**config.mk**
```make
export PLATFORM = sky130hd
export DESIGN_NAME = alarm_time_counter
export DESIGN_NICKNAME = d
export VERILOG_FILES = /design/src/rtl/alarm_time_counter.sv
export SDC_FILE = /design/constraint.sdc
export NUM_CORES = 1
export LEC_CHECK = 0
export ABC_AREA = 1
export CAP_MARGIN = 25
export CORE_MARGIN = 2
export CORE_UTILIZATION = 54
export CTS_BUF_LIST = sky130_fd_sc_hd__clkbuf_2 sky130_fd_sc_hd__clkbuf_4 sky130_fd_sc_hd__clkbuf_8
export DETAILED_ROUTE_END_ITERATION = 12
export PLACE_DENSITY = 0.88
export SLEW_MARGIN = 10
export SYNTH_ARGS = -nofsm -noshare
export SYNTH_HDL_FRONTEND = slang
export SYNTH_SLANG_ARGS = --single-unit
```
**constraint.sdc**
```tcl
create_clock -name clk -period 4.95 [get_ports clk]
set_clock_uncertainty 0.05 [all_clocks]
set_input_delay 1.485 -clock clk [delete_from_list [all_inputs] [get_ports clk]]
set_output_delay 1.485 -clock clk [all_outputs]
set_load 0.02 [all_outputs]
```
**src/rtl/alarm_time_counter.sv**
```systemverilog
// rtl/alarm_time_counter.sv - BCD HH:MM:SS time counter with prescaler, 12/24-hour display, validated load and optional day of week (ALARM_TIME_DOW_EN)
module alarm_time_counter #(
   parameter int TICKS_PER_SEC = 1,
   parameter int PRESC_W       = 10
) (
   input  logic       clk,
   input  logic       reset,
   input  logic       tick,
   input  logic       hold,
   input  logic       mode_12h,
   input  logic       load_new_c,
   input  logic [3:0] new_current_time_ms_hr,
   input  logic [3:0] new_current_time_ls_hr,
   input  logic [3:0] new_current_time_ms_min,
   input  logic [3:0] new_current_time_ls_min,
   input  logic [3:0] new_current_time_ms_sec,
   input  logic [3:0] new_current_time_ls_sec,
   input  logic       new_pm,
   input  logic [2:0] new_dow,
   output logic [3:0] current_time_ms_hr,
   output logic [3:0] current_time_ls_hr,
   output logic [3:0] current_time_ms_min,
   output logic [3:0] current_time_ls_min,
   output logic [3:0] current_time_ms_sec,
   output logic [3:0] current_time_ls_sec,
   output logic       pm,
   output logic       min_tick,
   output logic       day_tick,
   output logic       load_err,
   output logic [2:0] dow
);

   localparam logic [PRESC_W-1:0] PRESC_LAST = PRESC_W'(TICKS_PER_SEC - 1);

   // Stored time is always 24-hour BCD; the 12-hour view is derived on the way out.
   logic [3:0]         hr_ms, hr_ls, min_ms, min_ls, sec_ms, sec_ls;
   logic [PRESC_W-1:0] presc;

   logic [3:0] nxt_hr_ms, nxt_hr_ls, nxt_min_ms, nxt_min_ls, nxt_sec_ms, nxt_sec_ls;
   logic       sec_wrap, day_wrap;
   logic       advance;

   logic [4:0] hr_bin, disp_hr;
   logic [4:0] new_hr_bin, load_hr;
   logic [3:0] load_hr_ms, load_hr_ls;
   logic       hr_ok, dow_ok, load_ok;

   // Hours 0..23 in binary to two BCD digits.
   function automatic logic [7:0] hr_to_bcd(input logic [4:0] h);
      if (h >= 5'd20)      return {4'd2, 4'(h - 5'd20)};
      else if (h >= 5'd10) return {4'd1, 4'(h - 5'd10)};
      else                 return {4'd0, 4'(h)};
   endfunction

   // A counted tick that completes a second, with no load competing for the edge.
   assign advance = !load_new_c && tick && !hold && (presc == PRESC_LAST);

   // Ripple the one-second increment through the BCD digits.
   always_comb begin
      nxt_hr_ms  = hr_ms;
      nxt_hr_ls  = hr_ls;
      nxt_min_ms = min_ms;
      nxt_min_ls = min_ls;
      nxt_sec_ms = sec_ms;
      nxt_sec_ls = sec_ls;
      sec_wrap   = 1'b0;
      day_wrap   = 1'b0;
      if (sec_ls != 4'd9) begin
         nxt_sec_ls = sec_ls + 4'd1;
      end else begin
         nxt_sec_ls = 4'd0;
         if (sec_ms != 4'd5) begin
            nxt_sec_ms = sec_ms + 4'd1;
         end else begin
            nxt_sec_ms = 4'd0;
            sec_wrap   = 1'b1;
            if (min_ls != 4'd9) begin
               nxt_min_ls = min_ls + 4'd1;
            end else begin
               nxt_min_ls = 4'd0;
               if (min_ms != 4'd5) begin
                  nxt_min_ms = min_ms + 4'd1;
               end else begin
                  nxt_min_ms = 4'd0;
                  if (hr_ms == 4'd2 && hr_ls == 4'd3) begin
                     nxt_hr_ms = 4'd0;
                     nxt_hr_ls = 4'd0;
                     day_wrap  = 1'b1;
                  end else if (hr_ls == 4'd9) begin
                     nxt_hr_ls = 4'd0;
                     nxt_hr_ms = hr_ms + 4'd1;
                  end else begin
                     nxt_hr_ls = hr_ls + 4'd1;
                  end
               end
            end
         end
      end
   end

   // Validate the load digits and convert a 12-hour load to the stored 24-hour form.
   always_comb begin
      new_hr_bin = 5'(new_current_time_ms_hr) * 5'd10 + 5'(new_current_time_ls_hr);
      if (mode_12h)
         hr_ok = (new_current_time_ms_hr == 4'd0 && new_current_time_ls_hr >= 4'd1 &&
                  new_current_time_ls_hr <= 4'd9) ||
                 (new_current_time_ms_hr == 4'd1 && new_current_time_ls_hr <= 4'd2);
      else
         hr_ok = (new_current_time_ms_hr <= 4'd1 && new_current_time_ls_hr <= 4'd9) ||
                 (new_current_time_ms_hr == 4'd2 && new_current_time_ls_hr <= 4'd3);
`ifdef ALARM_TIME_DOW_EN
      dow_ok = (new_dow <= 3'd6);
`else
      dow_ok = 1'b1;
`endif
      load_ok = hr_ok && dow_ok &&
                new_current_time_ms_min <= 4'd5 && new_current_time_ls_min <= 4'd9 &&
                new_current_time_ms_sec <= 4'd5 && new_current_time_ls_sec <= 4'd9;
      load_hr = new_hr_bin;
      if (mode_12h) begin
         if (new_hr_bin == 5'd12) load_hr = new_pm ? 5'd12 : 5'd0;
         else if (new_pm)         load_hr = new_hr_bin + 5'd12;
      end
      {load_hr_ms, load_hr_ls} = hr_to_bcd(load_hr);
   end

   // Time, prescaler and pulse registers: reset beats load, load beats advance.
   always_ff @(posedge clk) begin
      if (!reset) begin
         hr_ms    <= 4'd0;
         hr_ls    <= 4'd0;
         min_ms   <= 4'd0;
         min_ls   <= 4'd0;
         sec_ms   <= 4'd0;
         sec_ls   <= 4'd0;
         presc    <= '0;
         min_tick <= 1'b0;
         day_tick <= 1'b0;
         load_err <= 1'b0;
      end else begin
         min_tick <= 1'b0;
         day_tick <= 1'b0;
         load_err <= 1'b0;
         if (load_new_c) begin
            if (load_ok) begin
               hr_ms  <= load_hr_ms;
               hr_ls  <= load_hr_ls;
               min_ms <= new_current_time_ms_min;
               min_ls <= new_current_time_ls_min;
               sec_ms <= new_current_time_ms_sec;
               sec_ls <= new_current_time_ls_sec;
               presc  <= '0;
            end else begin
               load_err <= 1'b1;
            end
         end else if (tick && !hold) begin
            if (advance) begin
               presc    <= '0;
               hr_ms    <= nxt_hr_ms;
               hr_ls    <= nxt_hr_ls;
               min_ms   <= nxt_min_ms;
               min_ls   <= nxt_min_ls;
               sec_ms   <= nxt_sec_ms;
               sec_ls   <= nxt_sec_ls;
               min_tick <= sec_wrap;
               day_tick <= day_wrap;
            end else begin
               presc <= presc + PRESC_W'(1);
            end
         end
      end
   end

`ifdef ALARM_TIME_DOW_EN
   logic [2:0] dow_cnt;

   // Day of week follows the midnight wrap and is loaded alongside the time.
   always_ff @(posedge clk) begin
      if (!reset) begin
         dow_cnt <= 3'd0;
      end else if (load_new_c) begin
         if (load_ok) dow_cnt <= new_dow;
      end else if (advance && day_wrap) begin
         dow_cnt <= (dow_cnt == 3'd6) ? 3'd0 : dow_cnt + 3'd1;
      end
   end

   assign dow = dow_cnt;
`else
   logic unused_new_dow;
   assign unused_new_dow = ^new_dow;
   assign dow = 3'd0;
`endif

   // Display mapping: only the hour digits depend on mode_12h.
   always_comb begin
      hr_bin  = 5'(hr_ms) * 5'd10 + 5'(hr_ls);
      disp_hr = hr_bin;
      if (mode_12h) begin
         if (hr_bin == 5'd0)       disp_hr = 5'd12;
         else if (hr_bin > 5'd12)  disp_hr = hr_bin - 5'd12;
      end
   end

   assign {current_time_ms_hr, current_time_ls_hr} = hr_to_bcd(disp_hr);
   assign current_time_ms_min = min_ms;
   assign current_time_ls_min = min_ls;
   assign current_time_ms_sec = sec_ms;
   assign current_time_ls_sec = sec_ls;
   assign pm                  = (hr_bin >= 5'd12);

endmodule

```
==> results of run 1 <==
-- placed cells by master (no fill, tap or decap), types with 3 or more instances in the layout --
cell type / n
nand2_1: 127
inv_1: 73
nand3_1: 54
nor2_1: 50
clkdlybuf4s50_1: 50
dfxtp_1: 36
a21oi_1: 30
o21ai_0: 22
ha_1: 18
buf_4: 17
nor3_1: 12
nand2_2: 11
xor2_1: 10
nand4_1: 9
o211ai_1: 6
conb_1: 5
clkbuf_8: 5
a31oi_1: 4
nor4_1: 3
nand4_2: 3
clkinv_1: 3
-- layout make-up --
class	instances	area [sq um]	share of cell area (%)
clock buffers	5	68.8	1.69
well taps	75	93.8	2.31
multi-input cells	395	2190	54.0
inverters	78	293	7.20
flip-flops and latches	37	742	18.2
clock inverters	3	17.5	0.431
repair buffers	71	657	16.2
-- where the power goes --
part | total, mW | internal [mW] | switching, mW
Clock | 0.214 | 0.0973 | 0.117
Combinational | 0.257 | 0.103 | 0.154
Sequential | 0.314 | 0.305 | 0.00878
Total | 0.785 | 0.505 | 0.280
-- what timing repair did --
item,in CTS,in global routing
gates resized for setup,13,13
setup endpoints to repair,5,7
pin swaps,0,4
-- logic make-up after synthesis --
group | share of synthesized area (%)
compound gates | 13.6
buf+inv | 11.9
other cells | 0.115
simple gates | 39.6
xor+xnor | 3.22
fa+ha+maj | 8.88
flops | 22.7
-- flip-flops by register name (all words and copies together), names as in the netlist, 4 cells and up --
| name | flops |
|---|---|
| current_time_ms_min | 4 |
| hr_ls | 4 |
| current_time_ls_sec | 4 |
| current_time_ms_sec | 4 |
| hr_ms | 4 |
| current_time_ls_min | 4 |
| presc | 10 |
-- critical path, cell delays in order, from the launching register on --
cell	delay [ns]
dfxtp_2	0.35
ha_1	0.23
fa_2	0.36
xnor2_2	0.15
inv_1	0.08
ha_1	0.19
inv_1	0.07
nor2_2	0.05
o21ai_4	0.15
nand2_2	0.06
nand2_1	0.07
nand2_2	0.06
nand2_4	0.06
inv_1	0.04
ha_1	0.19
nand3_1	0.11
nand4_2	0.11
o21ai_4	0.23
inv_1	0.08
clkdlybuf4s15_1	0.29
-- per-layer routing --
metal	GRT usage (%)	share of wire (%)
met4	8.33	0.94
met2	48.9	52
met5	0	0
met1	28.2	41
met3	4.29	5.9
-- how the worst max path moves through the flow --
stage          slack [ns]      from                    end  cells after the start
6_report             0.20  hr_ms[0]  current_time_ms_hr[1]                     19
5_1_grt            -0.008  hr_ms[0]  current_time_ls_hr[1]                     21
4_1_cts              0.01  hr_ms[0]  current_time_ls_hr[1]                     22
3_5_place_dp        -0.38  mode_12h  current_time_ls_hr[1]                     13
3_3_place_gp        -0.31  mode_12h  current_time_ls_hr[1]                     13
2_1_floorplan        0.48  hr_ms[0]  current_time_ls_hr[3]                     19
-- metrics by stage --
step / power (mW) / cell area, sq um / hold slack (ns) / TNS (ns) / worst slack, ns
after floorplan: 0.493 / 3280 / 0.412 / 0 / 0.478
after global placement: 0.568 / 3950 / 0.428 / -1.23 / -0.314
after detailed placement: 0.578 / 3950 / 0.448 / -1.62 / -0.385
after CTS: 0.783 / 4060 / 0.459 / 0 / 0.0119
after global routing: 0.829 / 4070 / 0.477 / -0.00818 / -0.00818
final: 0.785 / 4070 / 0.464 / 0 / 0.204
==> flow_summary.toml, run 1 <==
[status]
outcome = "completed"

[hold_path]
worstHoldStart = "presc[0]"
holdPathStages = 2
min_to = "presc[0]"
hp-class = "reg -> reg"

[placement]
numPortBuffers = 56
routabilityCongestion = 0.859
placedCellCount = 656
hpwl_um = 6500

[clocking]
cts_buffers = 5
clk_latency_ns = 0.29
clk_pin_slew_ns = 0.08
cts_setup_buffers = 0
clockRootBuffer = "clkbuf_8"
cts_num_sinks = 37
clock_path_buffers = 2
htreeDepth = 2
postCtsHoldBufs = 0
cts_tree = "built"

[timing]
max_freq_mhz = 211
tightest_slew_ns = 0.679
fin_crit_sh_pct = 95.9
slew_violations = 0
setup_violations = 0
relSlewSlack_pct = 54.6
grt_setup_unrepaired = "yes"
fin_crit_ns = 4.75
hold_viol = 0

[logic_synthesis]
yosys-top-cells-count = "nand2_1 (127), inv_1 (73), nand3_1 (54)"
synth_cells = 523
ys_ff_latch = 37
synth-edff-count = 0
yosysTopAreaCell = "dfxtp_1"
async_reset_ff_share_pct = 0
avgSynthCellArea_sq_um = 6.25
yosys_warnings = 0
synth_top_area_share_pct = 22.7
synth.area.top_cells = "dfxtp_1 (23%), nand2_1 (15%), inv_1 (8.4%)"
synth_area_sq_um = 3270
yosysSeqAreaShare_pct = 22.7
synthFlopType = "dfxtp_1"
synth_cell_types = 44
post-synth-top-count-cell = "nand2_1"

[finish]
finish.utilization_pct = 69.1
antenna_cells = 0
area_delta_synth_final_pct = 24.4
instances_no_fill = 664
fill_cells = 491
layout-drive-gt1-share_pct = 10.4
nets = 644

[die]
fp.dieW_um = 81.8
core-area_sq_um = 5890
start_util_pct = 55.5
die_y_um = 81.8
dieArea_sq_um = 6690
io_pins = 65
core.rowCount = 28

[setup_path]
r2r_slack_ns = 2.38
worst_ep_required_time_ns = 3.41
crit_path_max_fanout = 6
r2r_end = "hr_ms[1]"
r2r_cells = 11
worstSetupPathType = "reg -> out"
r2r_start = "presc[0]"
critPathCaptureType = "output port"
crit_arrival_ns = 3.21
startpoint_type = "register"

[job]
maxCapViolCount = 0

[power]
peakVddDrop_mv = 0.190
power_leakage_nw = 1.89
p_per_area_nw_per_um2 = 193

[drt]
drcViolationCount = 0
wirelength_um = 8370
drt-pass1-iter-count = 5
drt_iter0_drc = 234
ant_nets = 0
vias = 3596
wl_per_cell_um = 12.6
vias_per_cell = 5.42

[global_routing]
grtUsageTotal_pct = 25.5
grt_pass1_wl_um = 13500
grt_overflow = 0
grt_max_degree = 29
antenna_found_initial = 0
grt_pass1_vias = 3302
Note: power is estimated with default switching activity, not from simulation.
==> run 2, diff against run 1 <==
Settings changed: CORE_UTILIZATION 54 to 40, PLACE_DENSITY 0.88 to 0.7.
==> run 2 against run 1 <==
Die area increased by 33%. First-iteration DRC count is 27% lower. Non-clock buffer count rose by 6. Cell area is 3.3% higher. Sequential power barely moved. Clock power is 47% higher. Sequential cell count did not move.
==> flow_summary.toml, run 2 (same netlist as run 1, synthesis figures left out) <==
[status]
outcome = "completed"

[clocking]
clk_pin_slew_ns = 0.08
htreeDepth = 2
cts_buffers = 5
cts_tree = "built"
cts_num_sinks = 37
clock_path_buffers = 2
clockRootBuffer = "clkbuf_8"
postCtsHoldBufs = 0
clk_latency_ns = 0.29

[drt]
wl_per_cell_um = 12.4
vias = 3577
drt-pass1-iter-count = 4
drcViolationCount = 0
ant_nets = 0
drt_iter0_drc = 170
vias_per_cell = 5.13
wirelength_um = 8620

[timing]
fin_crit_ns = 4.78
max_freq_mhz = 209
hold_viol = 0
setup_violations = 0
finalWorstSetupSlack_ns = 0.165
slew_violations = 0
relSlewSlack_pct = 62.8
tightest_slew_ns = 0.553
fin_crit_sh_pct = 96.7

[finish]
largest_reg_flops = 10
layout_common_cells = "nand2_1 (126), inv_1 (73), nand3_1 (54)"
regMostFlops = "presc"
antenna_cells = 0
finish.utilization_pct = 53.8
seq_area_sq_um = 746
layout.cells.most_common = "nand2_1"
nets = 650
multi_input_area_sq_um = 2190
area_delta_synth_final_pct = 28.5
layout-drive-gt1-share_pct = 11.8
fill_cells = 756

[die]
die_y_um = 94.4
core.rowCount = 32
io_pins = 65
start_util_pct = 41.9
core-area_sq_um = 7810
dieArea_sq_um = 8910
fp.dieW_um = 94.4

[setup_path]
worst_ep_required_time_ns = 3.41
slowest_delay_ns = 0.39
startpoint_type = "register"
critPathCaptureType = "output port"
crit_chain = "ha_4 -> fa_2 -> xnor2_2 -> inv_1 -> ha_2 -> inv_1 -> nor2_1 -> o21ai_4 -> nand2_2 -> nand2_1 -> nand2_4 -> inv_1 -> ha_1 -> nand3_1 -> nand4_2 -> o21ai_4 -> buf_6 -> nand2_1 -> o21ai_1 -> buf_4"
crit_start = "hr_ms[0]"
crit_arrival_ns = 3.25
worstSetupPathType = "reg -> out"
worst_path_most_repeated_cell = "inv_1"
r2r_start = "presc[0]"
crit_path_max_fanout = 5
cp_slowest_cell = "fa_2"
crit_family = "adder cells"
critical_path_buf_inv_count = 5

[placement]
numPortBuffers = 56
dp_slack_ns = -0.404
routabilityCongestion = 0.908
hpwl_um = 6610

[global_routing]
grt_max_degree = 29
antenna_found_initial = 0
grt_pass1_wl_um = 14800
grt_pass1_vias = 3401
grt_overflow = 0
grtUsageTotal_pct = 20.3

[hold_path]
worstHoldStart = "presc[0]"
hp-class = "reg -> reg"

[power]
p_per_area_nw_per_um2 = 211
peakVddDrop_mv = 0.165
power_leakage_nw = 1.94

[job]
maxCapViolCount = 0
-- run 2: final timing paths --
check                                              to  slack, ns  depth (start not counted)
worst max-delay path            current_time_ls_hr[3]       0.17                         20
worst max register to register               hr_ms[0]       2.70                         13
worst min register to register               presc[0]       0.45                          2
worst min-delay path                         presc[0]       0.45                          2
-- run 2: cell type report --
| cell class | instances | share of cell area, % |
|---|---|---|
| Timing Repair Buffer | 77 | 16.8 |
| Inverter | 78 | 6.97 |
| Clock inverter | 3 | 1.55 |
| Clock buffer | 5 | 1.64 |
| Multi-Input combinational cell | 395 | 52.3 |
| Sequential cell | 37 | 17.8 |
| Tap cell | 102 | 3.04 |
-- run 2: power breakdown --
group | total, mW | internal [mW] | switching, mW
Sequential | 0.313 | 0.305 | 0.00854
Clock | 0.314 | 0.200 | 0.113
Combinational | 0.261 | 0.105 | 0.155
-- run 2: worst register-to-register path: stages, from the launching register on --
cell and delay [ns]:
dfxtp_1 0.33, inv_1 0.10, ha_1 0.18, nand2_1 0.06
nor4_1 0.28, nor2_1 0.09, inv_1 0.09, nand4_2 0.17
nor2_1 0.17, buf_4 0.20, nand3_1 0.17, nand2_1 0.12
nand2_1 0.06, a21oi_1 0.12
-- run 2: timing repair --
item	in CTS	in global routing
resized for setup	17	14
pin swaps	2	5
setup buffers	2	1
setup endpoints to repair	5	5
-- run 2: per-layer routing --
layer	wire length [um]	global-route usage, %	vias up	share of wire (%)
li1	-	-	1836	-
met1	3850	26.4	1624	45
met2	4210	34.5	97	49
met3	369	2.71	20	4.3
met4	191	7.49	0	2.2
met5	0	0	-	0
-- run 2: per-stage QoR --
stage	power (mW)	hold slack [ns]	setup TNS, ns	std cells	cell area, sq um
global placement	0.573	0.423	-1.18	686	4010
global route	0.939	0.484	-0.0219	697	4200
CTS	0.892	0.447	0	696	4180
floorplan	0.493	0.412	0	527	3280
finish	0.887	0.453	0	697	4200
detailed placement	0.582	0.435	-1.60	686	4010
